**src/rtl/imem_loader.sv**
```systemverilog
// imem_loader: writable 64-word instruction memory for the LEGv8 core.
// A program arrives as a byte stream (header = word count C, then C words
// sent MSB first). Words past the image are zero-filled, and the core is held
// in reset until a complete image has been written.
module imem_loader #(
    parameter int N     = 32,
    parameter int DEPTH = 64
) (
    input  logic                       clk,
    input  logic                       reset,
    input  logic                       start,
    input  logic [7:0]                 rx_data,
    input  logic                       rx_valid,
    output logic                       rx_ready,
    input  logic [$clog2(DEPTH)-1:0]   addr,
    output logic [N-1:0]               q,
    output logic                       cpu_hold,
    output logic                       done,
    output logic                       error,
    output logic [$clog2(DEPTH):0]     words_loaded
);

    localparam int AW    = $clog2(DEPTH);
    localparam int BYTES = N / 8;
    localparam int BW    = (BYTES > 1) ? $clog2(BYTES) : 1;

    typedef enum logic [2:0] {
        S_IDLE, S_HDR, S_DATA, S_FILL, S_DONE, S_ERR
    } state_t;

    state_t          r_state, w_next;
    logic [N-1:0]    r_mem [DEPTH];
    logic [AW-1:0]   r_waddr;
    logic [BW-1:0]   r_bidx;
    logic [N-9:0]    r_buf;      // bytes of the current word received so far
    logic [AW:0]     r_count;    // C from the header
    logic [AW:0]     r_words;

    logic            w_xfer;
    logic            w_word_end;
    logic            w_last_word;
    logic            w_hdr_ok;
    logic            w_waddr_top;
    logic            w_we;
    logic [N-1:0]    w_wdata;

    assign w_xfer      = rx_valid & rx_ready;
    assign w_word_end  = (r_bidx == BW'(BYTES - 1));
    assign w_last_word = (r_words == r_count - (AW+1)'(1));
    assign w_hdr_ok    = (rx_data != 8'd0) && (rx_data <= 8'(DEPTH));
    assign w_waddr_top = (r_waddr == AW'(DEPTH - 1));

    assign q            = r_mem[addr];
    assign words_loaded = r_words;

    // State register
    always_ff @(posedge clk) begin
        if (!reset) r_state <= S_IDLE;
        else        r_state <= w_next;
    end

    // Next-state, handshake/status decode and RAM write request
    always_comb begin
        w_next   = r_state;
        w_we     = 1'b0;
        w_wdata  = '0;
        rx_ready = 1'b0;
        cpu_hold = 1'b1;
        done     = 1'b0;
        error    = 1'b0;
        case (r_state)
            S_IDLE: if (start) w_next = S_HDR;
            S_HDR: begin
                rx_ready = 1'b1;
                if (w_xfer) w_next = w_hdr_ok ? S_DATA : S_ERR;
            end
            S_DATA: begin
                rx_ready = 1'b1;
                if (w_xfer && w_word_end) begin
                    w_we    = 1'b1;
                    w_wdata = {r_buf, rx_data};
                    if (w_last_word)
                        w_next = (r_count == (AW+1)'(DEPTH)) ? S_DONE : S_FILL;
                end
            end
            S_FILL: begin
                w_we = 1'b1;
                if (w_waddr_top) w_next = S_DONE;
            end
            S_DONE: begin
                cpu_hold = 1'b0;
                done     = 1'b1;
                if (start) w_next = S_HDR;
            end
            S_ERR: begin
                error = 1'b1;
                if (start) w_next = S_HDR;
            end
            default: w_next = S_IDLE;
        endcase
    end

    // Byte assembly, write address and word counters
    always_ff @(posedge clk) begin
        if (!reset) begin
            r_waddr <= '0;
            r_bidx  <= '0;
            r_buf   <= '0;
            r_count <= '0;
            r_words <= '0;
        end else begin
            // A fresh valid header restarts the image at address 0
            if (r_state == S_HDR && w_xfer && w_hdr_ok) begin
                r_count <= rx_data[AW:0];
                r_words <= '0;
                r_waddr <= '0;
                r_bidx  <= '0;
            end
            if (r_state == S_DATA && w_xfer) begin
                r_buf <= {r_buf[N-17:0], rx_data};
                if (w_word_end) begin
                    r_bidx  <= '0;
                    r_words <= r_words + (AW+1)'(1);
                end else begin
                    r_bidx <= r_bidx + BW'(1);
                end
            end
            // Saturate at the last word so the address never wraps within a load
            if (w_we && !w_waddr_top) r_waddr <= r_waddr + AW'(1);
        end
    end

    // Instruction RAM; contents survive reset, writes are suppressed during it
    always_ff @(posedge clk) begin
        if (reset && w_we) r_mem[r_waddr] <= w_wdata;
    end

endmodule
```
**config.mk**
```make
export PLATFORM = sky130hd
export DESIGN_NAME = imem_loader
export DESIGN_NICKNAME = d
export VERILOG_FILES = /design/src/rtl/imem_loader.sv
export SDC_FILE = /design/constraint.sdc
export NUM_CORES = 2
export LEC_CHECK = 0
export BUFFER_PORTS_ARGS = -buffer_cell sky130_fd_sc_hd__buf_2
export CAP_MARGIN = 5
export CORE_UTILIZATION = 43
export CTS_BUF_LIST = sky130_fd_sc_hd__clkbuf_8
export CTS_CLUSTER_SIZE = 14
export DETAILED_ROUTE_END_ITERATION = 7
export PLACE_DENSITY = 0.54
export RECOVER_POWER = 100
export SKIP_LAST_GASP = 1
export SLEW_MARGIN = 20
export SYNTH_ARGS = -nofsm -noshare
export SYNTH_HDL_FRONTEND = slang
export SYNTH_SLANG_ARGS = --single-unit
```
**constraint.sdc**
```tcl
create_clock -name clk -period 11.2 [get_ports clk]
set_input_delay 2.8 -clock clk [delete_from_list [all_inputs] [get_ports clk]]
set_output_delay 2.8 -clock clk [all_outputs]
set_load 0.05 [all_outputs]
```
# [After elaboration in Yosys (flattened, before gate mapping)]
# Memory sizes are Yosys's and may differ from the RTL's.
# Cells that the tools add are included.
# W data, S select, Z words.
[totals] reg_bits=49 latch_bits=0 mem_bits_rw=2048 romBits=0 elab_cells=68 memories=1
[memory_table] memory="r_mem" words=64 word_bits=32 rd=1 rd_clocked_by_memory_dff=0 write_ports=1 line="32" text="logic [N-1:0] r_mem [DEPTH];"
[classes] addsub=4 mul=0 n_div=0 magnitude_cmp=1 n_eq_ne=14 shifts=0 mux=26 bitwise=1 reduce_logical=15
[op_table] op="$mux W32" count=2
[op_table] op="$mux W3" count=7
[op_table] op="$mux W7" count=3
[op_table] op="$mux W6" count=2
[op_table] op="$pmux W3 S4" count=1
[op_table] op="$le A8 B7 Y1 const B" count=1
[op_table] op="$ne A2 B2 Y1 const B" count=4
[op_table] op="$reduce_bool A8 Y1" count=1
[op_table] op="$add A7 B1 Y7 const B" count=1
[op_table] op="$eq A7 B7 Y1" count=1
[op_table] op="$eq A7 B7 Y1 const B" count=1
[op_table] op="$logic_and A1 B1 Y1" count=7
[op_table] op="$mux W1" count=7
[op_table] op="$sub A7 B1 Y7 const B" count=1
[op_table] op="$add A6 B1 Y6 const B" count=1
[op_table] op="$eq A3 B2 Y1 const B" count=2
[op_table] op="$eq A3 B3 Y1 const B" count=2
[op_table] op="$eq A6 B6 Y1 const B" count=1
[op_table] op="$mux W2" count=3
[op_table] op="$reduce_and A5 Y1" count=1
[op_table] op="$reduce_bool A2 Y1" count=2
[op_table] op="$eq A3 B1 Y1 const B" count=1
[op_table] op="$logic_not A3 Y1" count=1
[op_table] op="$reduce_or A3 Y1" count=1
[op_table] op="7 further kinds" count=7

# [Longest topological paths before layout]
[depth] ltp_word=10 depth_mapped=9 depth_no_buf=7

# [Worst setup path after synthesis]
# No wires, ideal clock.
[synth_path] kind="input -> output" from="input port addr[1]" to="output port q[14]" arrival_time_ns=5.250 t_required_ns=8.400 setup_slack_ns=3.150 path_stages=7 n_path_buf=4 path_cell_list="buf_2 buf_2 buf_2 buf_1 mux4_2 a21oi_1 a221oi_1"
[synth_between] elab_chain_cells=1
[synth_lines] item="start, declared" line="15" text="input logic [$clog2(DEPTH)-1:0] addr,"
[synth_lines] item="$mem_v2 Z64 W32"
[synth_lines] item="end, declared" line="16" text="output logic [N-1:0] q,"
# No other way between the ends.

# [Worst setup path after layout]
[layout_path] from="input port addr[2]" to="output port q[25]"
# The elaborated chain is that of the path after synthesis.

==> qor.yml <==
setup_path:
  worstPathArrival_ps: 7360
  r2r_setup_slack_ps: 5000
  crit_path_end_kind: "output port"
  path_class: "in2out"
  path_max_fanout: 77
  critPathLaunchType: "input pin"
  cp.required_ps: 8400
  r2r_start: "r_state[0]"
  cp-startpoint: "addr[2]"
  rr_endpoint: "r_mem[5][5]"
  r2r_cells: 4
synthesis:
  synth_edf_count: 2048
  async_flop_share_pct: 0
  ys_seq_elements: 2097
  synth_warnings: 0
  yosysSeqAreaShare_pct: 77.9
  synth.avg_cell_area_um2: 21.8
  synth_area_leaders: "edfxtp_1, mux4_2, dfxtp_1"
  synth_cells: 3670
  synth_ff_type: "edfxtp_1"
  synth.top_cell.area_share_pct: 76.7
  syn-num-nets: 3693
  yosysTopAreaCell: "edfxtp_1"
  synth_area_mm2: 0.0802
  ys_types: 59
finish:
  layout_common_cells: "edfxtp_1, mux4_2, clkbuf_8"
  multi_input_area_mm2: 0.0170
  num-fill-cells: 15200
  drive_gt1_share_pct: 25.5
  fin_nets: 4060
  final_common_cell: "edfxtp_1"
  area_growth_pct: 12.1
  seq_area_mm2: 0.0625
pwr:
  vdd_drop_max_uv: 135
  p_leak_uw: 0.0284
  power_density_mw_per_mm2: 168
  power.total_uw: 15100
floorplanning:
  die_y_um: 434
  core-area_mm2: 0.185
  floorplan.rows: 158
  initial_core_util_pct: 43.3
  pin_count: 61
  die_w_um: 434
  dieArea_mm2: 0.188
cts:
  cts_root_buf: "clkbuf_8"
  tritoncts: "done"
  ctsHoldBuffers: 0
  clock_latency_ps: 1080
  cts_setup_buffers: 0
  numCtsBuffers: 353
  path_clk_slew_ps: 50
  cts_resized: 0
  clock-sinks: 2097
  h-tree-depth: 5
  clk_path_buf_depth: 4
route:
  drt_iter0_markers: 4911
  vias: 40500
  final_antenna_net_count: 0
  wire_per_inst_um: 33.5
  wl_um: 227000
  dr.pass1.iters: 5
  drcViolationCount: 0
  vias_per_cell: 5.99
timing:
  rsz0062_at_grt: "no"
  relSlewSlack_pct: -145
  hold_violations: 0
  timing.fmax_mhz: 98.4
  finalSetupTns_ps: 0
  tightestPinTransition_ps: 3670
  skew_ps: 81.2
  finalSetupViolations: 0
  slew_violations: 3903
  period_share_pct: 90.7
  min_period_ps: 10160
global_routing:
  grt.overflow.total: 0
  grt_pass1_vias: 40700
  grt_max_degree: 118
  track_usage_pct: 24.2
  grt_pass1_wl_um: 316000
  antenna_found_initial: 7
min_path:
  worstHoldStart: "r_buf[18]"
  hold_path_depth: 2
  whs_endpoint: "r_buf[18]"
  hp-class: "reg2reg"
run:
  cap_violations: 105
status:
  violations: "capacitance limit, slew limit"
  status: "complete, but fails checks"
placement:
  portBuffers: 60
  dp_hpwl_um: 127000
  gp_congestion: 0.834
critical path, stage by stage:
cell	delay, ps
buf_8	500
clkbuf_1	1220
mux4_2	430
nand2_1	80
a31oi_1	770
a21oi_1	170
a221oi_1	480
clkbuf_1	720
sequential cells by signal, indices dropped and copies added (netlist names):
register	flops
r_waddr	6
r_state	3
r_count	7
r_bidx	2
r_buf	24
r_mem	2048
words_loaded	7
logic make-up after synthesis:
family | after synthesis | share of synthesized area [%]
adders and majority gates | 5 | 0.0780
buffers and inverters | 224 | 1.30
muxes | 543 | 14.8
xor gates and xnor gates | 12 | 0.131
DFF | 2097 | 77.9
AOI/OAI and AO/OA | 396 | 3.50
and+or+nand+nor | 393 | 2.31
worst max path at each step:
stage                  to  slack, ps
floorplan           q[14]       3150
global placement     q[7]       1950
detailed placement   q[7]       1930
CTS                  q[7]       1920
global route         q[7]        990
finish              q[25]       1040
power by group:
group,switching (µW),internal (µW)
combinational,427,186
sequential,16.8,8490
clock,2990,3010
total,3430,11700
synth_stat cells, types with 5 or more instances:
cell type and number:
a21boi_0 28, xnor2_1 9, buf_4 29, mux2i_1 29
o22ai_1 57, dfxtp_1 49, ha_1 5, or3b_2 5
or2_2 5, nor3_1 6, nor2_1 115, edfxtp_1 2048
buf_2 52, a221oi_1 52, a32oi_1 6, nand2b_1 11
clkbuf_1 108, o21ai_0 14, mux4_2 512, nor2b_1 22
nand3_1 21, a31oi_1 39, o221ai_1 29, nand2_1 134
a21oi_1 83, buf_1 25, inv_1 5, and2_1 5
a22o_1 51, nand3b_1 9, and3_1 42, a22oi_1 6
a211oi_1 10
routing by layer:
layer | vias to the layer above | track usage [%] | wire [µm] | part of all wire [%]
li1 | 16300 | - | - | -
met3 | 318 | 4.66 | 18100 | 8.0
met5 | - | 0 | 0 | 0
met1 | 22000 | 34.9 | 96300 | 42
met4 | 0 | 8.36 | 7330 | 3.2
met2 | 1881 | 37.0 | 105000 | 46
layout make-up:
cell class / instances / area share, %
Sequential cell: 2097 / 69.5
Multi-Input combinational cell: 1349 / 18.9
Clock buffer: 360 / 5.51
Tap cell: 2480 / 3.45
Timing Repair Buffer: 230 / 1.47
Clock inverter: 234 / 1.12
Inverter: 6 / 0.0251
Antenna cell: 4 / 0.0111
metrics by stage:
stage               area (µm²)  setup slack [ps]  cells  utilization [%]  hold WS [ps]
finish                   89900              1040   6760             48.5           460
global route             89900               992   6758             48.5           488
CTS                      90500              1920   6755             48.9           461
detailed placement       84500              1930   6161             45.6           454
global placement         84500              1950   6161             45.6           445
floorplan                80200              3150   3670                -           439
Power figures use the tool's default switching activity.
